[src/rtl/fetch_unit.sv]
// Instruction fetch stage: owns the PC, issues credit-limited word fetches to imem and buffers
// in-order responses in a small FIFO feeding decode. Redirects flush the buffer and drop in-flight data.
module fetch_unit #(
    parameter logic [31:0] RESET_PC = 32'h0000_0000,
    parameter int unsigned DEPTH    = 4
) (
    input  logic        clk,
    input  logic        rst,
    output logic        imem_req_valid,
    input  logic        imem_req_ready,
    output logic [31:0] imem_req_addr,
    input  logic        imem_resp_valid,
    input  logic [31:0] imem_resp_data,
    input  logic        redirect_valid,
    input  logic [31:0] redirect_target,
    output logic        dec_valid,
    input  logic        dec_ready,
    output logic [31:0] dec_instr,
    output logic [31:0] dec_pc,
    output logic [31:0] dec_pcplus4
);
    localparam int unsigned PtrW = (DEPTH > 1) ? $clog2(DEPTH) : 1;
    localparam int unsigned CntW = $clog2(DEPTH + 1);

    typedef logic [PtrW-1:0] ptr_t;
    typedef logic [CntW-1:0] cnt_t;

    localparam logic [CntW:0] DepthCredit = (CntW + 1)'(DEPTH);

    logic [31:0] pc_q, pc_d;
    logic [31:0] instr_q [DEPTH];
    logic [31:0] instr_d [DEPTH];
    logic [31:0] ipc_q   [DEPTH];
    logic [31:0] ipc_d   [DEPTH];
    logic [31:0] addr_q  [DEPTH];
    logic [31:0] addr_d  [DEPTH];
    ptr_t        wptr_q, wptr_d, rptr_q, rptr_d;
    ptr_t        awptr_q, awptr_d, arptr_q, arptr_d;
    cnt_t        count_q, count_d;
    cnt_t        outst_q, outst_d;
    cnt_t        drop_q, drop_d;

    logic        req_fire, resp_ok, push, pop;
    logic [CntW:0] credit_used;
    logic [31:0] resp_pc;
    logic        unused_tgt;

    assign unused_tgt = ^redirect_target[1:0];

    always_comb begin
        credit_used    = {1'b0, count_q} + {1'b0, outst_q};
        imem_req_valid = !rst && !redirect_valid && (credit_used < DepthCredit);
        imem_req_addr  = pc_q;
        req_fire       = imem_req_valid && imem_req_ready;
        // A response with nothing outstanding is a protocol error and is ignored entirely.
        resp_ok        = imem_resp_valid && (outst_q != '0);
        resp_pc        = addr_q[arptr_q];
        push           = resp_ok && (drop_q == '0) && !redirect_valid;
        dec_valid      = (count_q != '0);
        pop            = dec_valid && dec_ready;

        dec_instr   = dec_valid ? instr_q[rptr_q] : 32'h0;
        dec_pc      = dec_valid ? ipc_q[rptr_q] : 32'h0;
        dec_pcplus4 = dec_valid ? ipc_q[rptr_q] + 32'd4 : 32'h0;
    end

    always_comb begin
        pc_d    = pc_q;
        instr_d = instr_q;
        ipc_d   = ipc_q;
        addr_d  = addr_q;
        wptr_d  = wptr_q;
        rptr_d  = rptr_q;
        awptr_d = awptr_q;
        arptr_d = arptr_q;
        count_d = count_q;
        outst_d = outst_q;
        drop_d  = drop_q;

        if (req_fire) begin
            pc_d            = pc_q + 32'd4;
            addr_d[awptr_q] = pc_q;
            awptr_d         = awptr_q + ptr_t'(1);
        end
        if (resp_ok) begin
            arptr_d = arptr_q + ptr_t'(1);
        end
        outst_d = outst_q + cnt_t'(req_fire) - cnt_t'(resp_ok);

        if (resp_ok && (drop_q != '0)) begin
            drop_d = drop_q - cnt_t'(1);
        end

        if (push) begin
            instr_d[wptr_q] = imem_resp_data;
            ipc_d[wptr_q]   = resp_pc;
            wptr_d          = wptr_q + ptr_t'(1);
        end
        if (pop) begin
            rptr_d = rptr_q + ptr_t'(1);
        end
        count_d = count_q + cnt_t'(push) - cnt_t'(pop);

        // Redirect: everything still in flight belongs to the wrong path.
        if (redirect_valid) begin
            pc_d    = {redirect_target[31:2], 2'b00};
            wptr_d  = '0;
            rptr_d  = '0;
            count_d = '0;
            drop_d  = outst_d;
        end
    end

    always_ff @(posedge clk) begin
        if (rst) begin
            pc_q    <= RESET_PC;
            wptr_q  <= '0;
            rptr_q  <= '0;
            awptr_q <= '0;
            arptr_q <= '0;
            count_q <= '0;
            outst_q <= '0;
            drop_q  <= '0;
        end else begin
            pc_q    <= pc_d;
            wptr_q  <= wptr_d;
            rptr_q  <= rptr_d;
            awptr_q <= awptr_d;
            arptr_q <= arptr_d;
            count_q <= count_d;
            outst_q <= outst_d;
            drop_q  <= drop_d;
        end
    end

    // Storage needs no reset: entries are only read behind a nonzero count.
    always_ff @(posedge clk) begin
        instr_q <= instr_d;
        ipc_q   <= ipc_d;
        addr_q  <= addr_d;
    end

endmodule

[config.mk]
export PLATFORM = sky130hd
export DESIGN_NAME = fetch_unit
export DESIGN_NICKNAME = d
export VERILOG_FILES = /design/src/rtl/fetch_unit.sv
export SDC_FILE = /design/constraint.sdc
export NUM_CORES = 1
export LEC_CHECK = 0
export BUFFER_PORTS_ARGS = -buffer_cell sky130_fd_sc_hd__buf_2
export CORE_UTILIZATION = 58
export CTS_CLUSTER_SIZE = 16
export DETAILED_ROUTE_END_ITERATION = 6
export GPL_TIMING_DRIVEN = 0
export PLACE_DENSITY = 0.79
export SLEW_MARGIN = 15
export SYNTH_ARGS = -nofsm -noshare
export SYNTH_HDL_FRONTEND = slang
export SYNTH_SLANG_ARGS = --single-unit
[constraint.sdc]
create_clock -name clk -period 4.71 [get_ports clk]
set_input_delay 0.2355 -clock clk [delete_from_list [all_inputs] [get_ports clk]]
set_output_delay 0.2355 -clock clk [all_outputs]
set_load 0.1 [all_outputs]
After elaboration in Yosys (flattened, before gate mapping):

Cells that the tools add are included.

* memory bits (read-only): 0
* input port bits: 70
* flip-flop bits (word level): 433
* memory bits (writable): 0
* latch bits: 0
* output and inout bits: 130
* memories kept: 0

* eq/ne operators: 0
* add/subtract/negate cells: 12
* bitwise operators: 4
* divide/modulo/power cells: 0
* mux-type cells: 23
* order comparisons: 7
* reduce and logical (&&, ||, !) cells: 19
* shift operators: 0
* $mul: 0

Operators with widths (count)
* 2-to-1 mux 32 bit: 13
* bitwise mux 128 bit: 3
* binary-select mux 32 bit (select 2 bit): 3
* demux 32 bit (select 2 bit): 2
* adder 32 x 3 -> 32 bit (second input constant): 2
* >= comparator 3 bit (second input constant): 4
* NOT 2 -> 3 bit: 4
* logical AND 1 bit: 10
* nonzero test 3 bit: 3
* adder 2 x 1 -> 2 bit (second input constant): 4
* adder 3 x 1 -> 3 bit: 2
* less-than comparator 3 x 1 -> 1 bit (second input constant): 2
* 2-to-1 mux 3 bit: 2
* subtractor 3 x 1 -> 3 bit: 2
* adder 3 x 3 -> 4 bit: 1
* less-than comparator 4 x 3 -> 1 bit (second input constant): 1
* nonzero test 2 bit: 2
* logical NOT 3 bit: 1
* subtractor 3 x 1 -> 3 bit (second input constant): 1
* logical NOT 1 bit: 2
* OR reduction 2 bit: 1

Depth between registers and ports, before layout:

Gate-level depths: netlist (run 1).

* depth after elaboration: 7
* gate-level depth with buffers: 14

Worst setup path after synthesis (run 1):

OpenSTA, ideal clock, no wires.

* path kind: reg2out
* start: reg rptr_q[0]
* end: out dec_pcplus4[16]
* arrival: 3744 ps
* buffers on the path: 3
* cell stages (with the launch flop): 10
* data required time: 4475 ps
* setup slack: 730 ps
* cells stage by stage: dfxtp_1 -> buf_6 -> buf_12 -> mux4_2 -> ha_1 -> nand2_4 -> or4_4 -> buf_6 -> or3_1 -> a21oi_1

* cells in the longest elaborated chain, start to end: 6

RTL lines
* start, declared: line 37 `ptr_t wptr_q, wptr_d, rptr_q, rptr_d;`
* start signal, assigned: line 127 `rptr_q <= rptr_d;`
* NOT 2 -> 3 bit (implied by the code): line 64 `dec_pcplus4 = dec_valid ? ipc_q[rptr_q] + 32'd4 : 32'h0;`
* binary-select mux 32 bit (select 2 bit): line 64
* 2-to-1 mux 32 bit (implied by the code) (2 in a row): line 64
* adder 32 x 3 -> 32 bit: line 64
* 2-to-1 mux 32 bit: line 64
* end, declared: line 20 `output logic [31:0] dec_pcplus4`

No other way between the ends. The select of a mux whose other input is x is not followed.

Worst setup path after layout (run 1):

* start: reg count_q[2]
* end: reg drop_q[2]

* cells in the longest elaborated chain, start to end: 7

RTL lines
* start, declared: line 39 `cnt_t count_q, count_d;`
* start signal, assigned: line 130 `count_q <= count_d;`
* adder 3 x 3 -> 4 bit: line 51 `credit_used = {1'b0, count_q} + {1'b0, outst_q};`
* less-than comparator 4 x 3 -> 1 bit: line 52 `imem_req_valid = !rst && !redirect_valid && (credit_used < DepthCredit);`
* logical AND 1 bit: line 52
* logical AND 1 bit: line 54 `req_fire = imem_req_valid && imem_req_ready;`
* adder 3 x 1 -> 3 bit: line 88 `outst_d = outst_q + cnt_t'(req_fire) - cnt_t'(resp_ok);`
* subtractor 3 x 1 -> 3 bit: line 88
* 2-to-1 mux 3 bit: line 105 `if (redirect_valid) begin`
* end signal, assigned: line 132 `drop_q <= drop_d;`
* end, declared: line 41 `cnt_t drop_q, drop_d;`

No other way between the ends.
A chain may end at the register's enable or synchronous reset.

==> results of run 1 <==
-- sequential cells by signal, indices dropped and copies added, names as in the netlist --
name,flops
imem_req_addr,30
ipc_q,120
instr_q,128
outst_q,3
arptr_q,2
awptr_q,2
wptr_q,2
rptr_q,2
addr_q,120
count_q,3
drop_q,3
-- metal layers --
layer / vias to the layer above / wire length [µm] / track usage, %
met1: 5229 / 15800 / 35.2
met4: 0 / 1060 / 8.91
met2: 553 / 19200 / 42.7
met5: - / 0 / 0
met3: 82 / 3080 / 4.37
li1: 4681 / - / -
-- logic make-up after synthesis --
group                    synth area share, %
adder cells (fa/ha/maj)                 1.53
XOR/XNOR                                1.31
flip-flops                              69.2
buffers and inverters                   2.44
multiplexers                            12.5
AND/OR/NAND/NOR                         9.32
AO/OA/AOI/OAI                           3.65
other                                 0.0216
-- through the flow --
stage / util (%) / area (µm²) / cells / hold WS [ns]
floorplan: - / 17300 / 1042 / 0.334
finish: 71.6 / 20800 / 1753 / 0.0525
CTS: 71.6 / 20800 / 1753 / 0.0239
global route: 71.6 / 20800 / 1753 / 0.0643
detailed placement: 65.3 / 19000 / 1623 / 0.457
global placement: 64.7 / 18800 / 1616 / 0.449
-- worst max-delay path: cells and delay by family (launching register included) --
kind	cells	cell delay, ns
buf+inv	5	1.40
compound gates	1	0.22
flops	1	0.39
simple gates	2	0.62
fa+ha+maj	4	1.20
xor+xnor	2	0.29
-- layout make-up --
| type | count | area share (%) |
|---|---|---|
| Timing Repair Buffer | 253 | 8.02 |
| Sequential cell | 415 | 57.7 |
| Clock buffer | 59 | 5.45 |
| Clock inverter | 15 | 0.656 |
| Buffer | 57 | 1.55 |
| Tap cell | 384 | 2.31 |
| Inverter | 27 | 0.488 |
| Multi-Input combinational cell | 543 | 23.8 |
-- what timing repair did --
item | 4_1_cts | 5_1_grt
hold buffers | 56 | 0
hold endpoints to repair | 152 | 0
resized for setup | 0 | 0
setup buffers | 0 | 0
-- power by group through the flow --
stage | clock network, mW | registers [mW] | logic, mW
after global placement | 0 | 4.44 | 2.15
after detailed placement | 0 | 4.44 | 2.20
after CTS | 3.16 | 4.37 | 2.26
final | 3.11 | 4.37 | 2.26
after floorplan | 0 | 4.53 | 1.63
after global routing | 3.30 | 4.38 | 2.38
-- how the worst max path moves through the flow --
stage | start | to | slack [ns] | cells past startpoint
after detailed placement | count_q[2] | drop_q[2] | 0.64 | 14
after global routing | count_q[2] | drop_q[2] | 0.28 | 14
after floorplan | rptr_q[0] | dec_pcplus4[16] | 0.73 | 9
final | count_q[2] | drop_q[2] | 0.50 | 14
after global placement | outst_q[1] | instr_q[77] | 0.19 | 3
after CTS | count_q[2] | drop_q[2] | 0.63 | 14
-- Yosys cell counts (12+ instances only) --
library cell / number
edfxtp_1: 368
mux4_2: 86
and2_1: 74
nor2_1: 55
dfxtp_1: 47
nand2_1: 45
a21oi_1: 28
clkbuf_1: 27
inv_1: 26
a31oi_1: 23
nand3_1: 22
o21ai_0: 21
ha_1: 18
nand4_1: 18
xnor2_1: 15
or4_1: 12
==> reports/qor.yml, run 1 <==
grt_pass1_wl_um: 60000
status: "finished, final reports clean"
final.setup.tns_ns: 0
cp_data_arrival_time_ns: 4.65
globalplace.congestion: 0.882
post-route-period-util_pct: 89.4
antenna_found_initial: 0
finalWorstSetupSlack_ns: 0.499
ys.flop_type: "edfxtp_1"
power.leakage_nw: 7.26
n_antenna_cell: 0
peakVddDrop_v: 0.000297
clockBufferDepth: 3
crit_slowest_cell: "clkbuf_1"
hpwl_um: 25400
die_width_um: 175
regArea_um2: 12000
cap_violations: 0
areaGrowthSynthToFinish_pct: 19.9
min_to: "imem_req_addr[30]"
path_class: "flip-flop to flip-flop"
place_ws_ns: 0.640
numPortBuffers: 190
ff2ff_setup_slack_ns: 0.50
final_cell_mix: "368 x edfxtp_1, 196 x buf_2, 86 x mux4_2, 66 x and2_1, 56 x dlygate4sd3_1"
holdCritPathClass: "input pin to flip-flop"
clock-sinks: 415
critPathMaxFanout: 10
intPower_mw: 6.66
rsz0062_at_grt: "false"
via_per_inst: 6.02
final_common_cell: "edfxtp_1"
cp-start-kind: "flip-flop"
final_max_slew_viol_count: 0
synth_top_area_cell: "edfxtp_1"
cts_tree: "done"
die_h_um: 175
routedWlPerCell_um: 22.3
grt-ovfl-total: 0
path_cells: "ha_1 > nor4_1 > and4_1 > clkbuf_1 > inv_2 > clkbuf_1 > buf_1 > ha_1 > inv_1 > ha_1 > fa_1 > xnor2_1 > xnor2_1 > a211oi_1"
r2r_cells: 14
switching_share_pct: 31.7
ys_seq_area_share_pct: 69.2
htreeDepth: 2
ys_warn_count: 0
slew_headroom_pct: 22.4
route.detailed.drc: 0
synth_area_leaders: "edfxtp_1 64%, mux4_2 11%, dfxtp_1 5.4%"
r2r_end: "drop_q[2]"
synth_area_um2: 17300
die-area_um2: 30600
ant_nets: 0
switchingPower_mw: 3.09
drt_first_pass_iters: 5
grt_start_max_net_pins: 49
grt_use_total_pct: 25.9
power_frac_seq_pct: 44.9
setup.worst_path.end_class: "flip-flop"
cts_root_buf: "clkbuf_16"
hold_depth: 3
path_clk_slew_ns: 0.06
synth_cell_types: 62
synth_edf_count: 368
core_area_um2: 29000
period_needed_ns: 4.21
fin_nets: 1428
hold_viol: 0
r2r-start: "count_q[2]"
synth_area_per_cell_um2: 16.7
drive_above_1_share_pct: 28.0
synth_top_area_share_pct: 63.8
synthCells: 1037
start_util_pct: 59.7
via_count: 10500
yosys_register_bits: 415
power.density_nw_per_um2: 469
path_common_cell: "ha_1"
finalClockSkew_ns: 0.00901
max_freq_mhz: 237
drt-total-wl_um: 39100
synth_async_sr_flop_share_pct: 0
grt_pass1_vias: 10500
combPwrFrac_pct: 23.2
worst_slew_pin_slew_ns: 1.16
required_ns: 5.15
clock_latency_ns: 0.52
cts_buffers: 41
finalPower_mw: 9.75
multiInputGateArea_um2: 4950
fp-row-count: 62
clockPowerShare_pct: 32.0
nFillCells: 1853
drt_iter0_markers: 1021
ios: 200
hp-start: "redirect_target[30]"
setup_viol: 0
cp_slowest_stage_delay_ns: 0.43
(Power assumes the default switching activity.)
==> run 2, diff against run 1 <==
==> constraint.sdc (replaced) <==
create_clock -name clk -period 4.71 [get_ports clk]
set_input_delay 0.7065 -clock clk [delete_from_list [all_inputs] [get_ports clk]]
set_output_delay 0.7065 -clock clk [all_outputs]
set_load 0.1 [all_outputs]
==> run 2 against run 1 <==
- register-to-register slack improved by 0.03 ns
- combinational power fell by 2%
- worst hold slack improved by 0.35 ns
- sequential cell count did not move
- sequential power barely moved
- sequential share of layout area rose by 1.6 points
- clock power barely moved
- largest cell class unchanged
==> reports/qor.yml, run 2 (synthesized netlist as in run 1, its figures left out) <==
antenna_found_initial: 0  # unchanged
cts_hold_buf: 0  # -100%
slew_headroom_pct: 22.1  # -0.25 points
via_per_inst: 6.04  # +0.35%
ant_nets: 0  # unchanged
hpwl_um: 25400  # unchanged
final_common_cell: "edfxtp_1"
die_h_um: 175  # unchanged
crit_slowest_cell: "or4_4"
die-area_um2: 30600  # unchanged
power.leakage_nw: 7.03  # -3.2%
clock-sinks: 415  # unchanged
grt-ovfl-total: 0  # unchanged
period_needed_ns: 4.50  # +0.294 ns
min_to: "instr_q[49]"
fin_area_um2: 20200  # -2.7%
fin_nets: 1372  # -3.9%
postCtsSetupRepairBufs: 0  # unchanged
worst_slew_pin_slew_ns: 1.17  # +0.00372 ns
cts_resized: 0  # unchanged
critPathMaxFanout: 10  # unchanged
route.detailed.drc: 0  # unchanged
setup_viol: 0  # unchanged
path_cells: "buf_6 > buf_12 > mux4_2 > ha_1 > nand2_4 > or4_4 > buf_6 > or3_1 > a21oi_1 > buf_2"
path_common_cell: "buf_6"
largestRegisters: "instr_q x128, addr_q x120, ipc_q x120"
max_freq_mhz: 222  # -6.5%
peakVddDrop_v: 0.000296  # -0.19%
status: "finished, final reports clean"
hold_depth: 1  # -2
cts_tree: "done"
drt_first_pass_iters: 6  # +1
clockBufferDepth: 3  # unchanged
die_width_um: 175  # unchanged
areaGrowthSynthToFinish_pct: 16.7
core_area_um2: 29000  # unchanged
place_area_um2: 19000  # unchanged
cp_data_arrival_time_ns: 3.80  # -0.85 ns
path_clk_slew_ns: 0.06  # about the same
fp-row-count: 62  # unchanged
finalClockSkew_ns: 0.00746  # -0.00155 ns
numPortBuffers: 190  # unchanged
drt-total-wl_um: 38500  # -1.6%
clock_latency_ns: 0.52  # about the same
worstSetupStartpoint: "rptr_q[0]"
start_util_pct: 59.7  # unchanged
cp_slowest_stage_delay_ns: 0.59  # +0.16 ns
grt_pass1_wl_um: 59300  # -1.2%
r2r-start: "count_q[2]"
largest_register: "instr_q"
grt_start_max_net_pins: 49  # unchanged
drt_iter0_markers: 989  # -3.1%
r2r_cells: 14  # unchanged
cts_root_buf: "clkbuf_16"
globalplace.congestion: 0.882  # unchanged
grt_use_total_pct: 25.6  # -0.31 points
holdCritPathClass: "input pin to flip-flop"
post-route-period-util_pct: 95.6  # +6.2 points
hp-start: "imem_resp_data[17]"
power.density_nw_per_um2: 480  # +2.4%
drive_above_1_share_pct: 29.2  # +1.2 points
final_cell_mix: "368 x edfxtp_1, 196 x buf_2, 86 x mux4_2, 66 x and2_1, 55 x nor2_1"
cap_violations: 0  # unchanged
ff2ff_setup_slack_ns: 0.53  # +0.03 ns
required_ns: 4.00  # -1.15 ns
cp-start-kind: "flip-flop"
path_class: "flip-flop to primary output"
hold_viol: 0  # unchanged
finalWorstSetupSlack_ns: 0.206  # -0.294 ns
setup.worst_path.end_class: "primary output"
cts_buffers: 41  # unchanged
routedWlPerCell_um: 22.7  # +1.7%
grt_pass1_vias: 10300  # -2.0%
via_count: 10200  # -2.9%
r2r_end: "drop_q[2]"
final_max_slew_viol_count: 0  # unchanged
place_ws_ns: 0.466  # -0.174 ns
largest_register_ffs: 128  # unchanged
n_antenna_cell: 0  # unchanged
htreeDepth: 2  # unchanged
rsz0062_at_grt: "false"
ios: 200  # unchanged
==> run 2: how the worst max path moves through the flow <==
stage	end	slack, ns	depth (start not counted)
final	dec_pcplus4[18]	0.21	10
after global routing	dec_pcplus4[18]	0.12	10
after CTS	dec_pcplus4[18]	0.19	10
after detailed placement	drop_q[2]	0.47	14
after global placement	instr_q[77]	-0.21	4
after floorplan	dec_pcplus4[16]	0.26	9
==> run 2: area by class of cell <==
type / instances / area, µm²
multi-input combinational: 543 / 4950
buffer: 57 / 322
clock inverter: 15 / 136
timing repair buffer: 197 / 1110
inverter: 27 / 101
sequential: 415 / 12000
tap: 384 / 480
clock buffer: 59 / 1130
fill: 1918 / 8790
==> run 2: per-layer routing <==
layer	vias up	part of all wire [%]	GRT usage (%)
li1	4581	-	-
met1	5074	41	35.2
met2	511	49	41.9
met3	78	7.4	4.18
met4	0	2.7	8.51
met5	-	0	0
==> run 2: power by group <==
part	internal (mW)	leakage, nW	switching, mW	total (mW)
clock	1.79	0.623	1.33	3.12
sequential	4.27	3.73	0.0974	4.37
combinational	0.564	2.67	1.66	2.22
==> run 2: critical path, delay by kind of cell (launching register included) <==
kind | cells | cell delay (ns)
AND/OR/NAND/NOR | 3 | 1.00
buffers and inverters | 4 | 0.98
multiplexers | 1 | 0.41
flip-flops | 1 | 0.31
adder cells (fa/ha/maj) | 1 | 0.28
AO/OA/AOI/OAI | 1 | 0.28
==> run 2: metrics by stage <==
stage / cells / hold WS (ns) / TNS (ns) / total power, mW / util (%)
floorplan: 1042 / 0.469 / 0 / 6.16 / -
global placement: 1616 / 0.482 / -43.24 / 6.59 / 64.7
detailed placement: 1623 / 0.498 / 0 / 6.64 / 65.3
CTS: 1697 / 0.378 / 0 / 9.75 / 69.7
global route: 1697 / 0.386 / 0 / 10.0 / 69.7
finish: 1697 / 0.398 / 0 / 9.71 / 69.7
==> run 3, diff against run 2 <==
--- a/config.mk
+++ b/config.mk
@@ -10,7 +10,8 @@
 export CTS_CLUSTER_SIZE = 16
 export DETAILED_ROUTE_END_ITERATION = 6
 export GPL_TIMING_DRIVEN = 0
-export PLACE_DENSITY = 0.79
+export PLACE_DENSITY = 0.83
+export REMOVE_ABC_BUFFERS = 1
 export SLEW_MARGIN = 15
 export SYNTH_ARGS = -nofsm -noshare
 export SYNTH_HDL_FRONTEND = slang
==> run 3 against run 2 <==
- die area unchanged
- sequential power up 0.9%
- clock power up 2%
- cell count down 2.7%
- via count down 2.2%
- sequential share of layout area up 0.27 points
- setup slack better by 0.14 ns
==> reports/qor.yml, run 3 (synthesized netlist as in run 1, its figures left out) <==
largestRegisters: "instr_q x128, addr_q x120, ipc_q x120"
power.leakage_nw: 6.98  # -0.71%
path_clk_slew_ns: 0.06  # about the same
cp_data_arrival_time_ns: 4.79  # +0.99 ns
power.density_nw_per_um2: 485  # +0.99%
fin_nets: 1326  # -3.4%
peakVddDrop_v: 0.000271  # -8.6%
setup_viol: 0  # unchanged
clockPowerShare_pct: 32.7  # +0.6 points
critPathMaxFanout: 36  # +26
nFillCells: 1876  # -2.2%
die_width_um: 175  # unchanged
drt_iter0_markers: 926  # -6.4%
grt_pass1_vias: 9916  # -3.9%
finalClockSkew_ns: 0.0192  # +0.0118 ns
intPower_mw: 6.70  # +1.1%
rsz0062_at_grt: "false"
r2r_cells: 11  # -3
r2r_end: "drop_q[2]"
path_class: "flip-flop to flip-flop"
hold_depth: 1  # unchanged
power_frac_seq_pct: 45.2  # +0.2 points
die_h_um: 175  # unchanged
slew_headroom_pct: 29.6  # +7.5 points
period_needed_ns: 4.36  # -0.142 ns
htreeDepth: 2  # unchanged
cts_buffers: 41  # unchanged
grt-ovfl-total: 0  # unchanged
routedWlPerCell_um: 22.5  # -0.71%
crit_slowest_cell: "and4_1"
path_common_cell: "ha_1"
finalWorstSetupSlack_ns: 0.348  # +0.142 ns
areaGrowthSynthToFinish_pct: 16.3
cts_root_buf: "clkbuf_16"
via_count: 10000  # -2.2%
whs_ns: 0.381  # -0.0173 ns
core_area_um2: 29000  # unchanged
cts_resized: 0  # unchanged
path_cells: "ha_1 > nor4_1 > and4_1 > inv_2 > ha_1 > inv_1 > ha_1 > fa_1 > xnor2_1 > xnor2_1 > a211oi_1"
start_util_pct: 59.7  # unchanged
antenna_found_initial: 0  # unchanged
post-route-period-util_pct: 92.6  # -3.0 points
largest_register_ffs: 128  # unchanged
via_per_inst: 6.06  # +0.46%
drive_above_1_share_pct: 30.4  # +1.2 points
clockBufferDepth: 3  # unchanged
cp_slowest_stage_delay_ns: 0.96  # +0.37 ns
cap_violations: 0  # unchanged
required_ns: 5.13  # +1.13 ns
ios: 200  # unchanged
place_ws_ns: -0.132  # -0.598 ns
cts_hold_buf: 0  # unchanged
hpwl_um: 23200  # -9.0%
regArea_um2: 12000  # about the same
hp-start: "imem_resp_data[0]"
combPwrFrac_pct: 22.2  # -0.7 points
multiInputGateArea_um2: 4960  # +0.15%
holdCritPathClass: "input pin to flip-flop"
switching_share_pct: 31.4  # -0.29 points
numPortBuffers: 191  # +0.53%
grt_use_total_pct: 24.5  # -1.0 points
cp_num_buf_inv: 2  # -2
cts_tree: "done"
fp-row-count: 62  # unchanged
die-area_um2: 30600  # unchanged
grt_start_max_net_pins: 49  # unchanged
grt_pass1_wl_um: 57000  # -3.9%
final_common_cell: "edfxtp_1"
ff2ff_setup_slack_ns: 0.35  # -0.18 ns
route.detailed.drc: 0  # unchanged
final_max_slew_viol_count: 0  # unchanged
worstSetupStartpoint: "count_q[2]"
r2r-start: "count_q[2]"
drt_first_pass_iters: 5  # -1
setup.worst_path.end_class: "flip-flop"
largest_register: "instr_q"
min_to: "instr_q[0]"
status: "finished, final reports clean"
globalplace.congestion: 0.943  # +6.9%
worst_slew_pin_slew_ns: 1.05  # -0.112 ns
drt-total-wl_um: 37200  # -3.3%
final_cell_mix: "368 x edfxtp_1, 191 x buf_2, 86 x mux4_2, 66 x and2_1, 55 x nor2_1"
postCtsSetupRepairBufs: 0  # unchanged
n_antenna_cell: 0  # unchanged
critPathTopFamily: "simple AND/OR/NAND/NOR gates"
clock_latency_ns: 0.54  # +0.02 ns
hold_viol: 0  # unchanged
switchingPower_mw: 3.07  # -0.31%
cp-start-kind: "flip-flop"
clock-sinks: 415  # unchanged
ant_nets: 0  # unchanged
max_freq_mhz: 229  # +3.3%
run 3: routing by layer:
layer  vias up  wire length [µm]  track usage [%]
li1       4483                 -                -
met2       499             18800             41.3
met1      4976             14600             33.4
met5         -                 0                0
met3        60              3070             4.42
met4         0               700             6.27
run 3: worst max path at each step:
| stage | cells past startpoint | slack [ns] | endpoint |
|---|---|---|---|
| 2_1_floorplan | 5 | -2.05 | dec_pcplus4[25] |
| 3_3_place_gp | 10 | -2.94 | count_q[2] |
| 3_5_place_dp | 11 | -0.13 | drop_q[2] |
| 4_1_cts | 7 | 0.03 | dec_pcplus4[28] |
| 5_1_grt | 11 | 0.05 | drop_q[2] |
| 6_report | 11 | 0.35 | drop_q[2] |
run 3: metrics by stage:
stage               std cells  instance area [µm²]  setup TNS (ns)  power [mW]  utilization, %
global placement         1560                18500         -236.56        6.54            63.6
global route             1652                20100               0        10.1            69.4
detailed placement       1576                18800          -0.132        6.64            64.8
CTS                      1651                20100               0        9.82            69.4
finish                   1652                20100               0        9.77            69.4
floorplan                 985                17000          -77.26        6.13               -
run 3: layout make-up:
| type | count | area share [%] |
|---|---|---|
| Sequential cell | 415 | 59.6 |
| Inverter | 27 | 0.503 |
| Clock buffer | 55 | 5.77 |
| Timing Repair Buffer | 208 | 6.38 |
| Multi-Input combinational cell | 543 | 24.6 |
| Clock inverter | 20 | 0.782 |
| Tap cell | 384 | 2.38 |
run 3: power by group through the flow:
stage	clock (mW)	sequential, mW	combinational, mW
2_1_floorplan	0	4.60	1.53
3_3_place_gp	0	4.54	2.00
3_5_place_dp	0	4.49	2.16
4_1_cts	3.24	4.42	2.17
5_1_grt	3.37	4.43	2.28
6_report	3.19	4.41	2.17
